**config.mk**
```make
export PLATFORM = sky130hd
export DESIGN_NAME = operand_serializer
export DESIGN_NICKNAME = d
export VERILOG_FILES = /design/src/rtl/operand_serializer.sv
export SDC_FILE = /design/constraint.sdc
export NUM_CORES = 1
export LEC_CHECK = 0
export ABC_AREA = 1
export BUFFER_PORTS_ARGS = -buffer_cell sky130_fd_sc_hd__buf_2
export CORE_ASPECT_RATIO = 1.2
export CORE_UTILIZATION = 30
export DETAILED_ROUTE_END_ITERATION = 8
export SETUP_SLACK_MARGIN = 0.2
export SYNTH_ARGS = -nofsm -noshare
export SYNTH_HDL_FRONTEND = slang
export SYNTH_SLANG_ARGS = --single-unit
```
**constraint.sdc**
```tcl
create_clock -name clk -period 4.76 [get_ports clk]
set_input_delay 0.238 -clock clk [delete_from_list [all_inputs] [get_ports clk]]
set_output_delay 0.238 -clock clk [all_outputs]
set_load 0.03 [all_outputs]
```
**src/rtl/operand_serializer.sv**
```systemverilog
// Parallel-to-serial feeder for the 2-bit serial adder: FIFO-buffered operand pairs, MSB-first, fixed launch period.
// Optional rejected-push counter enabled by defining OPERAND_SERIALIZER_REJECT_CNT_EN.
module operand_serializer #(
    parameter int WIDTH = 2,
    parameter int GAP   = 4,
    parameter int DEPTH = 4
) (
    input  logic                    clk,
    input  logic                    rst,
    input  logic                    in_valid,
    output logic                    in_ready,
    input  logic [WIDTH-1:0]        in_a,
    input  logic [WIDTH-1:0]        in_b,
    output logic                    add_en,
    output logic                    add_a,
    output logic                    add_b,
    output logic                    busy,
    output logic [$clog2(DEPTH):0]  level,
    output logic [7:0]              rej_cnt
);
    localparam int PW = $clog2(DEPTH);
    localparam int CW = $clog2(WIDTH + GAP + 1);
    localparam logic [CW-1:0] DRAIN_LAST = CW'(WIDTH + GAP - 1);
    localparam logic [CW-1:0] BIT_LAST   = CW'(WIDTH - 1);
    localparam logic [CW-1:0] GAP_LAST   = CW'(GAP - 1);
    localparam logic [CW-1:0] CNT_ONE    = CW'(1);
    localparam logic [PW:0]   FULL_LVL   = (PW+1)'(DEPTH);
    localparam logic [PW:0]   LVL_ONE    = (PW+1)'(1);
    localparam logic [PW-1:0] PTR_ONE    = PW'(1);

    typedef enum logic [1:0] {S_DRAIN, S_IDLE, S_SHIFT, S_GAP} state_t;

    state_t             state_q, state_d;
    logic [CW-1:0]      cnt_q, cnt_d;
    logic [WIDTH-1:0]   sh_a_q, sh_a_d, sh_b_q, sh_b_d;
    logic               add_en_q, add_en_d;
    logic               add_a_q, add_a_d;
    logic               add_b_q, add_b_d;

    logic [2*WIDTH-1:0] mem_q [DEPTH];
    logic [2*WIDTH-1:0] head;
    logic [PW-1:0]      wr_ptr_q, wr_ptr_d, rd_ptr_q, rd_ptr_d;
    logic [PW:0]        level_q, level_d;
    logic               push, pop, fifo_empty, fifo_full;

    assign fifo_empty = (level_q == '0);
    assign fifo_full  = (level_q == FULL_LVL);
    // Pushes are refused while draining so nothing queues up behind a reset.
    assign in_ready   = !fifo_full && (state_q != S_DRAIN);
    assign push       = in_valid && in_ready;
    assign head       = mem_q[rd_ptr_q];

    always_ff @(posedge clk) begin
        if (push) begin
            mem_q[wr_ptr_q] <= {in_a, in_b};
        end
    end

    always_comb begin
        wr_ptr_d = push ? wr_ptr_q + PTR_ONE : wr_ptr_q;
        rd_ptr_d = pop  ? rd_ptr_q + PTR_ONE : rd_ptr_q;
        level_d  = level_q;
        case ({push, pop})
            2'b10:   level_d = level_q + LVL_ONE;
            2'b01:   level_d = level_q - LVL_ONE;
            default: level_d = level_q;
        endcase
    end

    // State register, including the registered outputs.
    always_ff @(posedge clk or posedge rst) begin
        if (rst) begin
            state_q  <= S_DRAIN;
            cnt_q    <= DRAIN_LAST;
            sh_a_q   <= '0;
            sh_b_q   <= '0;
            add_en_q <= 1'b0;
            add_a_q  <= 1'b0;
            add_b_q  <= 1'b0;
            wr_ptr_q <= '0;
            rd_ptr_q <= '0;
            level_q  <= '0;
        end else begin
            state_q  <= state_d;
            cnt_q    <= cnt_d;
            sh_a_q   <= sh_a_d;
            sh_b_q   <= sh_b_d;
            add_en_q <= add_en_d;
            add_a_q  <= add_a_d;
            add_b_q  <= add_b_d;
            wr_ptr_q <= wr_ptr_d;
            rd_ptr_q <= rd_ptr_d;
            level_q  <= level_d;
        end
    end

    // Next-state logic; one counter serves drain, bit and gap timing.
    always_comb begin
        state_d = state_q;
        cnt_d   = cnt_q;
        pop     = 1'b0;
        unique case (state_q)
            S_DRAIN: begin
                if (cnt_q == '0) begin
                    state_d = S_IDLE;
                end else begin
                    cnt_d = cnt_q - CNT_ONE;
                end
            end
            S_IDLE: begin
                if (!fifo_empty) begin
                    pop     = 1'b1;
                    state_d = S_SHIFT;
                    cnt_d   = BIT_LAST;
                end
            end
            S_SHIFT: begin
                if (cnt_q == '0) begin
                    state_d = S_GAP;
                    cnt_d   = GAP_LAST;
                end else begin
                    cnt_d = cnt_q - CNT_ONE;
                end
            end
            S_GAP: begin
                if (cnt_q == '0) begin
                    if (!fifo_empty) begin
                        pop     = 1'b1;
                        state_d = S_SHIFT;
                        cnt_d   = BIT_LAST;
                    end else begin
                        state_d = S_IDLE;
                    end
                end else begin
                    cnt_d = cnt_q - CNT_ONE;
                end
            end
            default: begin
                state_d = S_DRAIN;
                cnt_d   = DRAIN_LAST;
            end
        endcase
    end

    // Output logic: the bit presented next cycle is the MSB of the next shift-register value.
    always_comb begin
        sh_a_d = sh_a_q;
        sh_b_d = sh_b_q;
        if (pop) begin
            sh_a_d = head[2*WIDTH-1:WIDTH];
            sh_b_d = head[WIDTH-1:0];
        end else if (state_q == S_SHIFT) begin
            sh_a_d = sh_a_q << 1;
            sh_b_d = sh_b_q << 1;
        end
        add_en_d = pop;
        add_a_d  = (state_d == S_SHIFT) && sh_a_d[WIDTH-1];
        add_b_d  = (state_d == S_SHIFT) && sh_b_d[WIDTH-1];
    end

    assign add_en = add_en_q;
    assign add_a  = add_a_q;
    assign add_b  = add_b_q;
    assign level  = level_q;
    assign busy   = (state_q != S_IDLE) || !fifo_empty;

`ifdef OPERAND_SERIALIZER_REJECT_CNT_EN
    logic [7:0] rej_cnt_q, rej_cnt_d;

    always_comb begin
        rej_cnt_d = rej_cnt_q;
        if (in_valid && !in_ready && (rej_cnt_q != 8'hFF)) begin
            rej_cnt_d = rej_cnt_q + 8'd1;
        end
    end

    always_ff @(posedge clk or posedge rst) begin
        if (rst) begin
            rej_cnt_q <= 8'd0;
        end else begin
            rej_cnt_q <= rej_cnt_d;
        end
    end

    assign rej_cnt = rej_cnt_q;
`else
    assign rej_cnt = 8'd0;
`endif

endmodule

```
==> key figures <==
Yosys
  – Synthesized area: roughly 1700 µm²
  – EDFF count, synth: 16
  – Sequential area share after synthesis: 55.03%
  – Cells after synthesis: 179
  – Warnings, synthesis: 0
  – Most numerous cell in the Yosys netlist: nand2_1
  – Cell taking the most area after synthesis: edfxtp_1
  – Count of different cell masters after synthesis: 25
  – Most frequent cells after synthesis: 39 x nand2_1, 24 x inv_1, 17 x dfrtp_1, 16 x edfxtp_1, 15 x nor2_1
  – Syn Area/Cell: just under 10 µm²
  – Share of the synthesized area in the top cell type: 27.59%
  – Ys flop type: dfrtp_1
  – Number of synthesized register bits: 35
  – Post-synth ARST share: 54.29%
  – Cells taking the most area after synthesis: edfxtp_1 28%, dfrtp_1 24%, nand2_1 8.4%, inv_1 5.2%, ha_1 5.0%

Floorplan
  – Die ar.: 6115 µm²
  – Number of I/O pins: 23
  – Die Span Y: 85.47 µm
  – Starting Density: a little under a third
  – Core area: 5630 µm²
  – # rows: 30
  – Die width: 71.56 µm

Route
  – Avg WL per Cell: 10.83 µm
  – DR vias/cell: 4.218
  – WL final: 2837 µm
  – Metal3 WL: 113 µm
  – Post-detailed-route count of antenna-violating nets: 0
  – DR top layer: met4
  – DR DRC count: 0
  – First-pass DRT Iterations: 4
  – DRT iter0 DRCs: 31
  – Vias: 1,105
  – Met2 Wirelength: approximately 1400 µm
  – M1 wire length: 1303 µm

Critical path
  – Crit path cell chain: inv_1 -> ha_1 -> nand2_2 -> nand2_2 -> inv_2 -> nor2_4 -> ha_1 -> inv_1 -> fa_1 -> a21oi_1 -> o21ai_0 -> xor2_1
  – Worst r2r path cells: 12
  – Max stage delay cell, worst path: dfrtp_1
  – Crit. End Element: flip-flop
  – R2r startpoint: cnt_q[1]
  – CP Max Fanout: 7
  – Max incr delay on CP: 0.40 ns
  – Worst endpoint required time: 4.94 ns
  – Critical Path Start Type: flip-flop
  – Worst Setup Path Type: reg -> reg
  – Start point of the critical path: cnt_q[1]
  – CP arrival: between 2 and 2.5 ns

Timing
  – Clock Skew: 0.007061 ns
  – Highest Clock Rate: ~450 MHz
  – Final Cycle Share: a little under half
  – WHS: 0.05799 ns
  – Worst-Margin Slew: 0.7400 ns
  – Slew Viols, Final: 0
  – Final setup viols: 0
  – Final setup TNS: 0 ns
  – Worst slew margin: about half
  – Final hold vios: 0
  – RSZ-0062 raised after global routing: false
  – Fin crit period: 2.238 ns

Global route
  – Vias in the first global route: 1,111
  – Total congestion overflow: 0
  – All-Layer GR Usage: 10.64%
  – Initial antenna violation count: 0
  – Largest net degree at the start of global routing: 20
  – First-pass GRT wire length: 4947 µm

Min path
  – Path type of the worst min-delay path: in -> async

Power
  – Max VDD drop: 0.0002155 V
  – Pwr dens: 689.3 nW/µm²
  – Static Leakage: 0.0009094 µW

Clock tree
  – Worst-path clk slew: around 0.080 ns
  – Post-CTS setup buffer count: 0
  – Hold buffer count at cts: 0
  – Clock root buffer: clkbuf_8
  – CTS tree: built
  – Max Buffers Root-to-Sink: 2
  – Latest clock arrival within the worst-skew pair: 0.29 ns
  – Sink Count: 35
  – Quantity of gates resized following cts: 0
  – TritonCTS buffer count: 5
  – H-tree Lvls: 2

Placement
  – Gpl congestion: roughly 0.8
  – DP Area: 1842 µm²
  – HPWL after DPL: 2082 µm
  – Port-buffer cells: 14

Final layout
  – Synth-to-layout area growth: 10.85%
  – Diode count: 0
  – Fraction of layout cells with a size suffix above 1: 19.70%
  – FF+latch area: 958.4 µm²
  – Fillers: 587
  – Final #Nets: 212
  – Final instance area: 1931 µm²
  – Area of the multi-input gates: roughly 630 µm²
  – Final core utilization: 34.29%

Outcome
  – Status: completed

Job
  – Max-Cap Viols: 0
-- routing by layer --
metal  track usage, %  up-vias
met4            5.882        0
met2            17.75       18
li1                 -      586
met5                0        -
met3            3.563        6
met1            11.90      495
-- worst max-delay path: cells and delay by family (launching register included) --
kind                     cells  cell delay [ns]
AO/OA/AOI/OAI                2             0.26
buffers and inverters        3             0.20
XOR/XNOR                     1             0.16
adder cells (fa/ha/maj)      3             0.72
flip-flops                   1             0.40
AND/OR/NAND/NOR              3             0.39
-- report_power, final --
part | internal, µW | leakage [µW] | total, µW | switching [µW]
registers | 438 | 0.000373 | 527 | 89.2
clock network | 102 | 0.0000402 | 217 | 116
logic | 199 | 0.000496 | 586 | 388
-- per-stage QoR --
stage,instances,total power [µW],setup WS [ns]
2_1_floorplan,186,1007,2.695
4_1_cts,262,1349,2.516
6_report,262,1331,2.522
3_5_place_dp,254,1130,2.534
3_3_place_gp,254,1122,2.600
5_1_grt,262,1451,2.354
-- state kept, by name (all words and copies together) (netlist names) --
register,cells
mem_q,16
cnt_q,3
level,3
rd_ptr_q,2
sh_a_q,2
sh_b_q,2
state_q,2
wr_ptr_q,2
add_a,1
add_b,1
add_en,1
-- layout make-up --
cell class / instances / area share, %
sequential: 35 / 49.64
multi-input combinational: 114 / 32.73
inverter: 27 / 5.250
tap: 64 / 4.148
timing repair buffer: 14 / 3.629
clock buffer: 5 / 3.564
clock inverter: 3 / 1.037
-- worst paths after layout --
check,slack (ns),to
max in group asynchronous,4.23,add_a
hold / removal,0.06,level[1]
min in group clk,0.16,mem_q[1][0]
setup reg to reg,2.52,level[2]
setup / recovery,2.52,level[2]
hold reg to reg,0.51,cnt_q[2]
-- cells by family after synthesis --
family	after synthesis	synth area share, %
other cells	1	0.2153
fa+ha+maj	8	6.178
xor+xnor	5	2.514
simple gates	76	20.33
flops	35	55.03
compound gates	17	5.531
buf+inv	37	10.20
-- cells in the final DEF, fill, tap and decap left out, drive strengths merged, types with 7 or more instances in the layout --
master	count
inv	27
conb	8
nor2	18
nand3	12
buf	14
o21ai	13
edfxtp	16
nand2	45
dfrtp	17
ha	7
No activity file was read; power rests on OpenSTA's default activity.
